## src/rtl/conv1_buf.sv

```systemverilog
// conv1_buf: 3x3 sliding-window line buffer for a binarized image stream.
// Pixels arrive in raster order. A 2*IMG_W+3 bit shift register holds the
// last two rows plus three pixels, so the nine window taps always line up
// as a 3x3 neighbourhood of the newest pixel. Row/column counters track the
// position of the next pixel. They flag windows that lie fully inside the
// image, and the final window of each frame.
// The window outputs are driven straight from the shift-register flops.
// They are therefore registered, and they hold still whenever in_valid is low.
// The design assumes IMG_W >= 3 and IMG_H >= 3.

module conv1_buf #(
    parameter int IMG_W = 28,
    parameter int IMG_H = 28
) (
    input  logic clk,
    input  logic rst,
    input  logic in_valid,
    input  logic pixel_in,
    input  logic sof,
    output logic pixel_0,
    output logic pixel_1,
    output logic pixel_2,
    output logic pixel_3,
    output logic pixel_4,
    output logic pixel_5,
    output logic pixel_6,
    output logic pixel_7,
    output logic pixel_8,
    output logic valid_out_buf,
    output logic frame_done
);

    localparam int SR_LEN = 2 * IMG_W + 3;
    localparam int CW     = (IMG_W > 1) ? $clog2(IMG_W) : 1;
    localparam int RW     = (IMG_H > 1) ? $clog2(IMG_H) : 1;

    localparam logic [CW-1:0] COL_LAST = CW'(IMG_W - 1);
    localparam logic [RW-1:0] ROW_LAST = RW'(IMG_H - 1);
    localparam logic [CW-1:0] COL_TWO  = CW'(2);
    localparam logic [RW-1:0] ROW_TWO  = RW'(2);

    logic [SR_LEN-1:0] taps;

    logic [CW-1:0] col;
    logic [RW-1:0] row;

    logic [CW-1:0] cur_col;
    logic [RW-1:0] cur_row;
    logic [CW-1:0] next_col;
    logic [RW-1:0] next_row;
    logic          win_ok;
    logic          last_px;

    // Position of the pixel on the input this cycle (sof forces it to the frame origin),
    // the position that follows it, and whether it completes an in-image window.
    always_comb begin
        cur_col  = col;
        cur_row  = row;
        next_col = '0;
        next_row = '0;
        if (sof) begin
            cur_col = '0;
            cur_row = '0;
        end
        if (cur_col == COL_LAST) begin
            next_col = '0;
            if (cur_row == ROW_LAST) begin
                next_row = '0;
            end else begin
                next_row = cur_row + RW'(1);
            end
        end else begin
            next_col = cur_col + CW'(1);
            next_row = cur_row;
        end
        win_ok  = (cur_row >= ROW_TWO) && (cur_col >= COL_TWO);
        last_px = (cur_row == ROW_LAST) && (cur_col == COL_LAST);
    end

    // Line buffer: each accepted pixel enters at tap 0 and everything ages by one.
    always_ff @(posedge clk or posedge rst) begin
        if (rst) begin
            taps <= '0;
        end else if (in_valid) begin
            taps <= {taps[SR_LEN-2:0], pixel_in};
        end
    end

    // Raster position counters, advanced only on accepted pixels.
    always_ff @(posedge clk or posedge rst) begin
        if (rst) begin
            col <= '0;
            row <= '0;
        end else if (in_valid) begin
            col <= next_col;
            row <= next_row;
        end
    end

    // Window-valid and end-of-frame flags, one cycle after the pixel that completes the window.
    always_ff @(posedge clk or posedge rst) begin
        if (rst) begin
            valid_out_buf <= 1'b0;
            frame_done    <= 1'b0;
        end else begin
            valid_out_buf <= in_valid && win_ok;
            frame_done    <= in_valid && last_px;
        end
    end

    assign pixel_8 = taps[0];
    assign pixel_7 = taps[1];
    assign pixel_6 = taps[2];
    assign pixel_5 = taps[IMG_W];
    assign pixel_4 = taps[IMG_W + 1];
    assign pixel_3 = taps[IMG_W + 2];
    assign pixel_2 = taps[2 * IMG_W];
    assign pixel_1 = taps[2 * IMG_W + 1];
    assign pixel_0 = taps[2 * IMG_W + 2];

endmodule

```

## config.mk

```make
export PLATFORM = sky130hd
export DESIGN_NAME = conv1_buf
export DESIGN_NICKNAME = d
export VERILOG_FILES = /design/src/rtl/conv1_buf.sv
export SDC_FILE = /design/constraint.sdc
export NUM_CORES = 1
export LEC_CHECK = 0
export CELL_PAD_IN_SITES_DETAIL_PLACEMENT = 1
export CELL_PAD_IN_SITES_GLOBAL_PLACEMENT = 2
export CORE_AREA = 2 2 105 67
export DETAILED_ROUTE_END_ITERATION = 8
export DIE_AREA = 0 0 107 69
export GPL_TIMING_DRIVEN = 1
export PLACE_DENSITY_LB_ADDON = 0.05
export SLEW_MARGIN = 40
export SYNTH_ARGS = -nofsm -noshare
export SYNTH_HDL_FRONTEND = slang
export SYNTH_SLANG_ARGS = --single-unit
export TNS_END_PERCENT = 100
```

## constraint.sdc

```tcl
create_clock -name clk -period 3.7 [get_ports clk]
set_input_delay 0.74 -clock clk [delete_from_list [all_inputs] [get_ports clk]]
set_output_delay 0.74 -clock clk [all_outputs]
set_load 0.05 [all_outputs]
```

==> metrics.yaml <==
tritoncts: "built"
gp_congestion: 0.7266
r2r.worst_path.cells: 5
synth-warning-count: 0
layout-drive-gt1-share_pct: 37.90
area_delta_synth_final_pct: 16.46
timing.hold.worst_path_depth: 1
fin_tns_setup_ns: 0
antenna-diode-count: 0
ios: 16
synth_area_um2: 2858
maxCapViolations: 0
setup_viol_count_final: 0
dp_cells: 290
endpoint: "row[2]$_DFFE_PP0P_"
wire_per_inst_um: 15.07
grtUsageMet3_pct: 5.014
synth_flop_cell: "sky130_fd_sc_hd__dfrtp_1"
tritoncts_num_sinks: 71
async_reset_ff_share_pct: 100.0
clkPwrFrac_pct: 34.2
initial_core_util_pct: 44.53
placement.io_buffers: 15
ys_top_cells_by_area: "sky130_fd_sc_hd__dfrtp_1 (62%), sky130_fd_sc_hd__mux2_2 (24%), sky130_fd_sc_hd__buf_2 (1.1%), sky130_fd_sc_hd__a21oi_1 (0.88%), sky130_fd_sc_hd__ha_1 (0.88%)"
yosys.cell_count.top_type: "sky130_fd_sc_hd__dfrtp_1"
clk_latency_ns: 0.33
yosysTopAreaCellShare_pct: 62.17
timing.final.max_slew_violations: 0
worst-path-max-fanout: 13
crit_type: "in -> reg"
power_switching_share_pct: 24.26
p_seq_share_pct: 50.8
grt.overflow.total: 0
max_slew_margin_pct: 53.20
initial_antenna_violation_count: 0
remaining_drc_errors: 0
critPathRequiredTime_ns: 3.95
use_met1_pct: 18.76
globalRouteMet2Util_pct: 21.66
synthAdderAreaFrac_pct: 0.8757
floorplan.die_area_um2: 7383
largest_family_of_logic_cells_by_synthesized_area: "multiplexers"
dp_hpwl_mm: 3.005
synth-seq-cells: 71
worstHoldPathType: "reg -> reg"
hold_violations: 0
gr-usage-all-layers_pct: 14.37
fin_skew_ns: 0.005819
worst_hold_slack_ns: 0.5011
stdcell_count: 306
worst-slew-pin-transition_ns: 0.7010
timing.final.crit_period_ns: 2.640
cp-start-kind: "input pin"
static-leakage-power_nw: 1.561
cts-root-to-sink-buffers: 2
power.internal_mw: 1.504
timing.critical_path.to_type: "register"
htree_levels: 3
std_cell_rows: 23
post_synthesis_compound_gate_area_fraction_pct: 5.692
postCtsSetupBuffers: 0
rsz0062_at_grt: "false"
first_iter_violations: 51
crit_path_start: "sof"
avg_vias_per_cell: 5.108
synth.largest_area_cell: "sky130_fd_sc_hd__dfrtp_1"
fin_total_pwr_mw: 1.986
worst_r2r_endpoint: "row[2]$_DFFE_PP0P_"
preCtsSetupSlack_ns: 0.7239
grt_start_max_net_pins: 42
multi_input_area_um2: 1017
synth.mux.area_fraction_pct: 23.64
netlist_top_cells_count: "sky130_fd_sc_hd__dfrtp_1 (71), sky130_fd_sc_hd__mux2_2 (60), sky130_fd_sc_hd__buf_2 (6)"
nFillCells: 627
vias_in_the_first_global_route: 1682
floorplan.core_area_um2: 6417
layout.area.seq_um2: 1777
p_sw_mw: 0.4818
nNetsFinal: 221
cts.reportedPaths.clkPinSlew_ns: 0.07
detail_route.first_pass.iterations: 3
clock-root-buffer: "sky130_fd_sc_hd__clkbuf_8"
setup.reg_to_reg.worst_slack_ns: 1.84
worst_r2r_startpoint: "col[0]$_DFFE_PP0P_"
final.period_utilization_pct: 71.36
post_synth_inst_count: 195
cts_resized: 0
cts_hold_repair.buffers: 0
achievable-frequency_ghz: 0.3788
die_y_um: 69
cts_made_buffers: 9
top_usage_layer: "met2"
power.share.combinational_pct: 14.9
wire_length_of_the_first_global_routing_pass_mm: 8.162
final_antenna_net_count: 0
fin_ws_ns: 1.060
routed-via-count: 1563
run_status: "finished, final reports clean"
synth.distinct_cells: 34
die_w_um: 107
post_synth.cell_area_avg_um2: 14.66
synth_fp_nets: 202
ir_drop_uv: 278.6
worstPathArrival_ns: 2.89
synth_edf_count: 0
drt_wl_total_mm: 4.611
seq_area_frac_synth_pct: 62.17
synth_xor_area_share_pct: 0
synth_simple_gate_area_share_pct: 5.385
powerDensity_nw_per_um2: 596.6
==> cells in the final DEF (no fill, tap or decap), types with 2 or more instances in the layout <==
cell	n
sky130_fd_sc_hd__a211o_1	2
sky130_fd_sc_hd__a21oi_1	5
sky130_fd_sc_hd__and3_1	2
sky130_fd_sc_hd__buf_4	3
sky130_fd_sc_hd__bufinv_16	2
sky130_fd_sc_hd__clkbuf_1	2
sky130_fd_sc_hd__clkbuf_8	11
sky130_fd_sc_hd__clkdlybuf4s50_1	14
sky130_fd_sc_hd__dfrtp_1	71
sky130_fd_sc_hd__ha_1	2
sky130_fd_sc_hd__inv_1	4
sky130_fd_sc_hd__mux2_2	60
sky130_fd_sc_hd__nand2_1	4
sky130_fd_sc_hd__nand2b_1	3
sky130_fd_sc_hd__nor2_1	3
sky130_fd_sc_hd__nor2b_1	4
sky130_fd_sc_hd__o211ai_1	2
sky130_fd_sc_hd__o21ai_0	3
sky130_fd_sc_hd__o41ai_1	2
==> sequential cells by signal (all words and copies together), names as in the netlist <==
signal and cells:
frame_done 1, row 5, col 5, valid_out_buf 1, taps 59
==> area by class of cell <==
| class | count | area share (%) |
|---|---|---|
| tap | 87 | 3.271 |
| sequential | 71 | 53.38 |
| clock buffer | 13 | 4.774 |
| inverter | 5 | 0.5639 |
| timing repair buffer | 18 | 5.489 |
| clock inverter | 3 | 1.955 |
| multi-input combinational | 109 | 30.56 |
==> per-stage QoR <==
stage	instance area, um^2	util, %
finish	3328	51.86
global placement	3102	48.33
detailed placement	3102	48.33
global route	3328	51.86
floorplan	2858	-
CTS	3326	51.82
==> per-layer routing <==
metal  share of wire, %  vias to the layer above
li1                   -                      736
met1                 50                      797
met2                 45                       22
met5                  0                        -
met4                1.6                        0
met3                3.0                        8
==> critical path, stage by stage <==
cell and delay (ns):
sky130_fd_sc_hd__clkdlybuf4s50_1 0.65, sky130_fd_sc_hd__nor2b_1 0.32, sky130_fd_sc_hd__ha_1 0.30, sky130_fd_sc_hd__nand4b_2 0.17, sky130_fd_sc_hd__or4_4 0.55, sky130_fd_sc_hd__o211ai_1 0.16
==> logic make-up after synthesis <==
| logic type | count (synthesis) |
|---|---|
| flip-flops | 71 |
| AO/OA/AOI/OAI | 23 |
| AND/OR/NAND/NOR | 24 |
| multiplexers | 60 |
| adder cells (fa/ha/maj) | 2 |
| buffers and inverters | 15 |
==> worst min path at each step <==
stage | start | endpoint
2_1_floorplan | taps[32]$_DFFE_PP0P_ | taps[32]$_DFFE_PP0P_
3_3_place_gp | taps[18]$_DFFE_PP0P_ | taps[19]$_DFFE_PP0P_
3_5_place_dp | taps[49]$_DFFE_PP0P_ | taps[50]$_DFFE_PP0P_
4_1_cts | taps[41]$_DFFE_PP0P_ | taps[42]$_DFFE_PP0P_
5_1_grt | taps[19]$_DFFE_PP0P_ | taps[19]$_DFFE_PP0P_
6_report | taps[41]$_DFFE_PP0P_ | taps[42]$_DFFE_PP0P_
==> power by group through the flow <==
| stage | logic [mW] | clock network (mW) | registers [mW] |
|---|---|---|---|
| 2_1_floorplan | 0.193 | 0 | 1.04 |
| 5_1_grt | 0.324 | 0.742 | 1.03 |
| 3_5_place_dp | 0.301 | 0 | 1.03 |
| 3_3_place_gp | 0.287 | 0 | 1.01 |
| 4_1_cts | 0.303 | 0.706 | 1.01 |
| 6_report | 0.297 | 0.680 | 1.01 |
Power figures use the tool's default switching activity.
